===== src/rtl/quad_decoder_pkg.sv =====
// Shared types, Gray-code constants and transition classifier for the quadrature decoder.
package quad_pkg;

   typedef enum logic {INIT, RUN} quad_state_t;

   // {A,B} codes in forward (up) order
   localparam logic [1:0] GRAY_SEQ0 = 2'b00;
   localparam logic [1:0] GRAY_SEQ1 = 2'b10;
   localparam logic [1:0] GRAY_SEQ2 = 2'b11;
   localparam logic [1:0] GRAY_SEQ3 = 2'b01;

   typedef struct packed {
      logic valid;
      logic up;
      logic illegal;
   } quad_dir_t;

   function automatic logic [1:0] gray_next(input logic [1:0] code);
      logic [1:0] nxt;
      case (code)
         GRAY_SEQ0: nxt = GRAY_SEQ1;
         GRAY_SEQ1: nxt = GRAY_SEQ2;
         GRAY_SEQ2: nxt = GRAY_SEQ3;
         default:   nxt = GRAY_SEQ0;
      endcase
      return nxt;
   endfunction

   function automatic quad_dir_t quad_dir(input logic [1:0] prev, input logic [1:0] cur);
      quad_dir_t r;
      r = '0;
      if (cur == gray_next(prev)) begin
         r.valid = 1'b1;
         r.up    = 1'b1;
      end else if (prev == gray_next(cur)) begin
         r.valid = 1'b1;
      end else if ((prev ^ cur) == 2'b11) begin
         r.illegal = 1'b1;
      end
      return r;
   endfunction

endpackage


===== src/rtl/quad_decoder_if.sv =====
// Quadrature inputs and decoded step/direction/error outputs.
interface quad_decoder_if;
   logic a_in;
   logic b_in;
   logic step;
   logic up;
   logic err;

   modport master (output a_in, output b_in, input step, input up, input err);
   modport slave  (input a_in, input b_in, output step, output up, output err);
endinterface


===== src/rtl/quad_decoder_filter.sv =====
// One quadrature bit: synchroniser chain followed by a consecutive-cycle debounce filter.
module quad_filter #(
   parameter int SYNC_STAGES = 2,
   parameter int FILTER_LEN  = 4
) (
   input  logic clk,
   input  logic rst,
   input  logic din,
   output logic filt,
   output logic busy
);

   localparam int CW = $clog2(FILTER_LEN + 1);
   localparam logic [CW-1:0] CNT_LAST = CW'(FILTER_LEN - 1);

   logic [SYNC_STAGES-1:0] sync;
   logic [CW-1:0]          cnt;
   logic                   synced;

   assign synced = sync[SYNC_STAGES-1];

   always_ff @(posedge clk or negedge rst) begin
      if (!rst) begin
         sync <= '0;
         cnt  <= '0;
         filt <= 1'b0;
      end else begin
         sync <= {sync[SYNC_STAGES-2:0], din};
         if (synced == filt) begin
            cnt <= '0;
         end else if (cnt == CNT_LAST) begin
            filt <= synced;
            cnt  <= '0;
         end else begin
            cnt <= cnt + CW'(1);
         end
      end
   end

   // A pending difference counts as busy even before the counter has left zero
   assign busy = (cnt != '0) || (synced != filt);

endmodule


===== src/rtl/quad_decoder.sv =====
// x4 quadrature decoder: filtered A/B pair into registered step/up/err pulses.
module quad_decoder
   import quad_pkg::*;
#(
   parameter int SYNC_STAGES = 2,
   parameter int FILTER_LEN  = 4
) (
   input  logic           clk,
   input  logic           rst,
   quad_decoder_if.slave  bus
);
   // state | meaning
   // INIT  | settle timer and filters after reset; latch first {A,B} as prev
   // RUN   | decode each filtered {A,B} change against prev

   localparam int TW = $clog2(FILTER_LEN + 1);

   logic        filt_a, filt_b, busy_a, busy_b;
   logic [1:0]  cur;
   quad_state_t state, state_d;
   logic [1:0]  prev, prev_d;
   logic [TW-1:0] init_cnt, init_cnt_d;
   logic        step_q, step_d, up_q, up_d, err_q, err_d;
   quad_dir_t   dir;

   quad_filter #(.SYNC_STAGES(SYNC_STAGES), .FILTER_LEN(FILTER_LEN)) u_filt_a (
      .clk(clk), .rst(rst), .din(bus.a_in), .filt(filt_a), .busy(busy_a)
   );

   quad_filter #(.SYNC_STAGES(SYNC_STAGES), .FILTER_LEN(FILTER_LEN)) u_filt_b (
      .clk(clk), .rst(rst), .din(bus.b_in), .filt(filt_b), .busy(busy_b)
   );

   assign cur = {filt_a, filt_b};

   always_ff @(posedge clk or negedge rst) begin
      if (!rst) begin
         state    <= INIT;
         prev     <= '0;
         init_cnt <= TW'(FILTER_LEN);
         step_q   <= 1'b0;
         up_q     <= 1'b1;
         err_q    <= 1'b0;
      end else begin
         state    <= state_d;
         prev     <= prev_d;
         init_cnt <= init_cnt_d;
         step_q   <= step_d;
         up_q     <= up_d;
         err_q    <= err_d;
      end
   end

   always_comb begin
      state_d    = state;
      prev_d     = prev;
      init_cnt_d = init_cnt;
      step_d     = 1'b0;
      err_d      = 1'b0;
      up_d       = up_q;
      dir        = quad_dir(prev, cur);
      case (state)
         INIT: begin
            if (init_cnt != '0) begin
               init_cnt_d = init_cnt - TW'(1);
            end else if (!busy_a && !busy_b) begin
               prev_d  = cur;
               state_d = RUN;
            end
         end
         RUN: begin
            prev_d = cur;
            step_d = dir.valid;
            err_d  = dir.illegal;
            if (dir.valid) up_d = dir.up;
         end
         default: state_d = INIT;
      endcase
   end

   assign bus.step = step_q;
   assign bus.up   = up_q;
   assign bus.err  = err_q;

endmodule


===== src/flat_wrapper.sv =====
// flat-port wrapper written by rule: the top's interface ports become plain ports
module quad_decoder_flat import quad_pkg::*;
#(
   parameter int SYNC_STAGES = 2,
   parameter int FILTER_LEN  = 4
)
  (clk, rst, bus_a_in, bus_b_in, bus_step, bus_up, bus_err);
  quad_decoder_if bus_i ();
  input  logic clk;
  input  logic rst;
  input wire logic [$bits(bus_i.a_in)-1:0] bus_a_in;
  input wire logic [$bits(bus_i.b_in)-1:0] bus_b_in;
  output wire logic [$bits(bus_i.step)-1:0] bus_step;
  output wire logic [$bits(bus_i.up)-1:0] bus_up;
  output wire logic [$bits(bus_i.err)-1:0] bus_err;
  assign bus_i.a_in = bus_a_in;
  assign bus_i.b_in = bus_b_in;
  assign bus_step = bus_i.step;
  assign bus_up = bus_i.up;
  assign bus_err = bus_i.err;
  quad_decoder #(.SYNC_STAGES(SYNC_STAGES), .FILTER_LEN(FILTER_LEN)) u_core (.clk(clk), .rst(rst), .bus(bus_i));
endmodule

===== config.mk =====
export PLATFORM = sky130hd
export DESIGN_NAME = quad_decoder_flat
export DESIGN_NICKNAME = d
export VERILOG_FILES = /design/src/rtl/quad_decoder_pkg.sv /design/src/rtl/quad_decoder_if.sv /design/src/rtl/quad_decoder_filter.sv /design/src/rtl/quad_decoder.sv /design/src/flat_wrapper.sv
export SDC_FILE = /design/constraint.sdc
export NUM_CORES = 1
export LEC_CHECK = 0
export ABC_CLOCK_PERIOD_IN_PS = 1900
export CORE_MARGIN = 10
export CORE_UTILIZATION = 55
export DETAILED_ROUTE_END_ITERATION = 12
export PLACE_DENSITY = 0.75
export SLEW_MARGIN = 20
export SYNTH_ARGS = -nofsm -noshare
export SYNTH_HDL_FRONTEND = slang
export SYNTH_SLANG_ARGS = --single-unit

===== constraint.sdc =====
create_clock -name clk -period 1.9 [get_ports clk]
set_input_delay 0.38 -clock clk [delete_from_list [all_inputs] [get_ports clk]]
set_output_delay 0.38 -clock clk [all_outputs]
set_load 0.005 [all_outputs]

==> flow_summary.json <==
{
  "cts_hold_buf": 0,
  "clock_sinks": 21,
  "yosysSeqAreaShare": 0.539,
  "drt-wirelength-per-cell_um": 12.3,
  "cts_resized": 0,
  "timing.final.crit_period_ns": 1.76,
  "drt_iter0_markers": 11,
  "ctsHtreeMaxLevel": 1,
  "dp_hpwl_um": 1080,
  "grt_pass1_vias": 606,
  "initial_utilization": 0.574,
  "grt_max_degree": 22,
  "ys.flop_type": "dfrtp_1",
  "rsz0062_at_grt": "false",
  "status": "complete, no violations",
  "die_h_um": 62.2,
  "crit_path_start_kind": "register",
  "synthToLayoutAreaGrowth_pct": 10.6,
  "tightest_slew_ns": 0.324,
  "regToRegSetupSlack_ns": 0.14,
  "ios": 7,
  "fmax_mhz": 567,
  "synth.yosys.warnings": 0,
  "clk_latency_ns": 0.29,
  "ir_drop_uv": 720,
  "slew_headroom": 0.783,
  "fin_cells": 116,
  "syn-num-nets": 92,
  "hold_viol": 0,
  "fp.coreArea_mm2": 0.00171,
  "min_to": "u_core.u_filt_a.sync[1]$_DFF_PN0_",
  "ant_nets": 0,
  "dieArea_mm2": 0.00387,
  "min_from": "u_core.u_filt_a.sync[0]$_DFF_PN0_",
  "slew_viol_final": 0,
  "gr-total-overflow": 0,
  "fill_cells": 139,
  "hold_depth": 0,
  "cts-root-buf": "clkbuf_4",
  "antenna_found_initial": 0,
  "worstPathArrival_ns": 1.99,
  "cts_buffers": 3,
  "drive_gt1_frac": 0.132,
  "async_flop_share": 1.00,
  "antenna_cells": 0,
  "layout.nets": 102,
  "cp-end-kind": "register",
  "clkTransAtPathRegs_ns": 0.11,
  "rows": 15,
  "grt_pass1_wl_um": 2580,
  "r2r_start": "u_core.init_cnt[0]$_DFFE_PN0N_",
  "track_usage": 0.0793,
  "crit_fanout": 5,
  "port_buffers": 6,
  "via_per_inst": 5.09,
  "cts_buffer_depth": 2,
  "synth_cells": 82,
  "gp_congestion": 0.777,
  "setup_tns_ns": 0,
  "multiInputGateArea_um2": 395,
  "min_period_over_period": 0.929,
  "synth_edf_count": 0,
  "worstSetupStartpoint": "u_core.init_cnt[0]$_DFFE_PN0N_",
  "ff_latch_area_um2": 528,
  "cts_setup_buffers": 0,
  "drv_cap": 0,
  "syn_avg_cell_area_um2": 11.9,
  "cts_tree": "built",
  "synth-seq-cells": 21,
  "drc_errors": 0,
  "critPathKind": "register to register",
  "yosysUniqueCellTypes": 30,
  "reg2regPathDepth": 6,
  "dieWidth_um": 62.2,
  "vias": 590,
  "finalSetupViolations": 0,
  "synth_area_um2": 980,
  "cp.required_ns": 2.12,
  "drt-total-wl_um": 1430,
  "reg2reg_to": "u_core.prev[0]$_DFFE_PN0P_",
  "hold_path_class": "register to register",
  "leakagePower_nw": 0.477,
  "skew_ns": 0.00230,
  "first_pass_iters": 4,
  "power.density_mw_per_mm2": 1260,
  "placed_cells": 112
}
==> state kept, by name (all words and copies together), names as in the netlist <==
signal and flops:
u_core.prev 2, u_core.u_filt_a.sync 2, u_core.u_filt_b.filt 1, u_core.init_cnt 3, u_core.u_filt_a.filt 1, u_core.state 1, u_core.bus.err 1, u_core.u_filt_b.sync 2
u_core.bus.up 1, u_core.bus.step 1, u_core.u_filt_b.cnt 3, u_core.u_filt_a.cnt 3
==> worst max-delay path, stage by stage (launching register included) <==
cell     delay, ns
dfrtp_1       0.38
inv_1         0.09
ha_1          0.16
ha_1          0.15
or2b_1        0.28
or4_1         0.47
a22oi_1       0.17
==> metrics by stage <==
step | instance area, um^2 | utilization | power [mW] | setup slack, ns | hold slack (ns)
6_report | 1080 | 0.634 | 1.36 | 0.135 | 0.366
2_1_floorplan | 980 | - | 1.06 | 0.236 | 0.0844
5_1_grt | 1080 | 0.634 | 1.49 | 0.0303 | 0.379
3_5_place_dp | 1060 | 0.618 | 1.17 | 0.157 | 0.343
4_1_cts | 1080 | 0.634 | 1.38 | 0.135 | 0.371
3_3_place_gp | 1060 | 0.618 | 1.15 | 0.208 | 0.331
==> placed cells by master (no fill, tap or decap), types with 2 or more instances in the layout <==
master	count
dfrtp_1	19
dfstp_2	2
inv_1	9
and2_1	2
xnor2_1	6
xor2_1	2
nand2_1	2
ha_1	6
o21ai_0	4
a21oi_1	2
mux2i_1	2
nor2b_1	2
clkdlybuf4s50_1	6
nor3b_1	3
clkbuf_4	3
o41ai_1	2
nor2_1	3
==> Yosys cell counts (all sizes together), types with 2 or more instances <==
| master | instances | area share |
|---|---|---|
| a21oi | 2 | 0.010 |
| and2 | 3 | 0.020 |
| buf | 2 | 0.023 |
| dfrtp | 19 | 0.49 |
| dfstp | 2 | 0.054 |
| ha | 6 | 0.077 |
| inv | 9 | 0.034 |
| mux2i | 2 | 0.020 |
| nand2 | 2 | 0.0077 |
| nor2 | 3 | 0.011 |
| nor2b | 2 | 0.013 |
| nor3b | 3 | 0.023 |
| o21ai | 4 | 0.020 |
| o41ai | 2 | 0.018 |
| xnor2 | 6 | 0.054 |
| xor2 | 3 | 0.034 |
==> logic make-up (layout without fill, tap and decap cells) <==
logic type                 after synthesis  count (layout)  share of synthesized area
buffers and inverters                   11              20                     0.0575
adders and majority gates                6               6                     0.0766
DFF                                     21              21                      0.539
and+or+nand+nor                         22              22                      0.143
muxes                                    3               3                     0.0319
xor gates and xnor gates                 9               9                     0.0881
AOI/OAI and AO/OA                       10              10                     0.0639
==> cell type report <==
class                   count  area share
clock buffers               3      0.0208
clock inverters             1     0.00462
inverters                   9      0.0312
multi-input cells          50       0.365
flip-flops and latches     21       0.487
well taps                  25      0.0289
repair buffers              7      0.0624
==> how the worst max path moves through the flow <==
stage / endpoint / depth (start not counted)
2_1_floorplan: u_core.prev[0]$_DFFE_PN0P_ / 6
3_3_place_gp: u_core.prev[0]$_DFFE_PN0P_ / 6
3_5_place_dp: u_core.prev[0]$_DFFE_PN0P_ / 6
4_1_cts: u_core.prev[0]$_DFFE_PN0P_ / 6
5_1_grt: u_core.prev[0]$_DFFE_PN0P_ / 6
6_report: u_core.prev[0]$_DFFE_PN0P_ / 6
==> power by group <==
group          internal [mW]  switching (mW)  leakage (nW)
clock                 0.0783           0.130        0.0177
sequential             0.566           0.111         0.259
combinational          0.269           0.210         0.201
total                  0.913           0.451         0.477
==> routing by layer <==
metal	wire, um	vias to the layer above	GRT usage
li1	-	292	-
met3	71	2	0.0287
met2	670	7	0.128
met1	670	289	0.0882
met5	0	-	0
met4	12	0	0.0429
No activity file was read; power rests on OpenSTA's default activity.
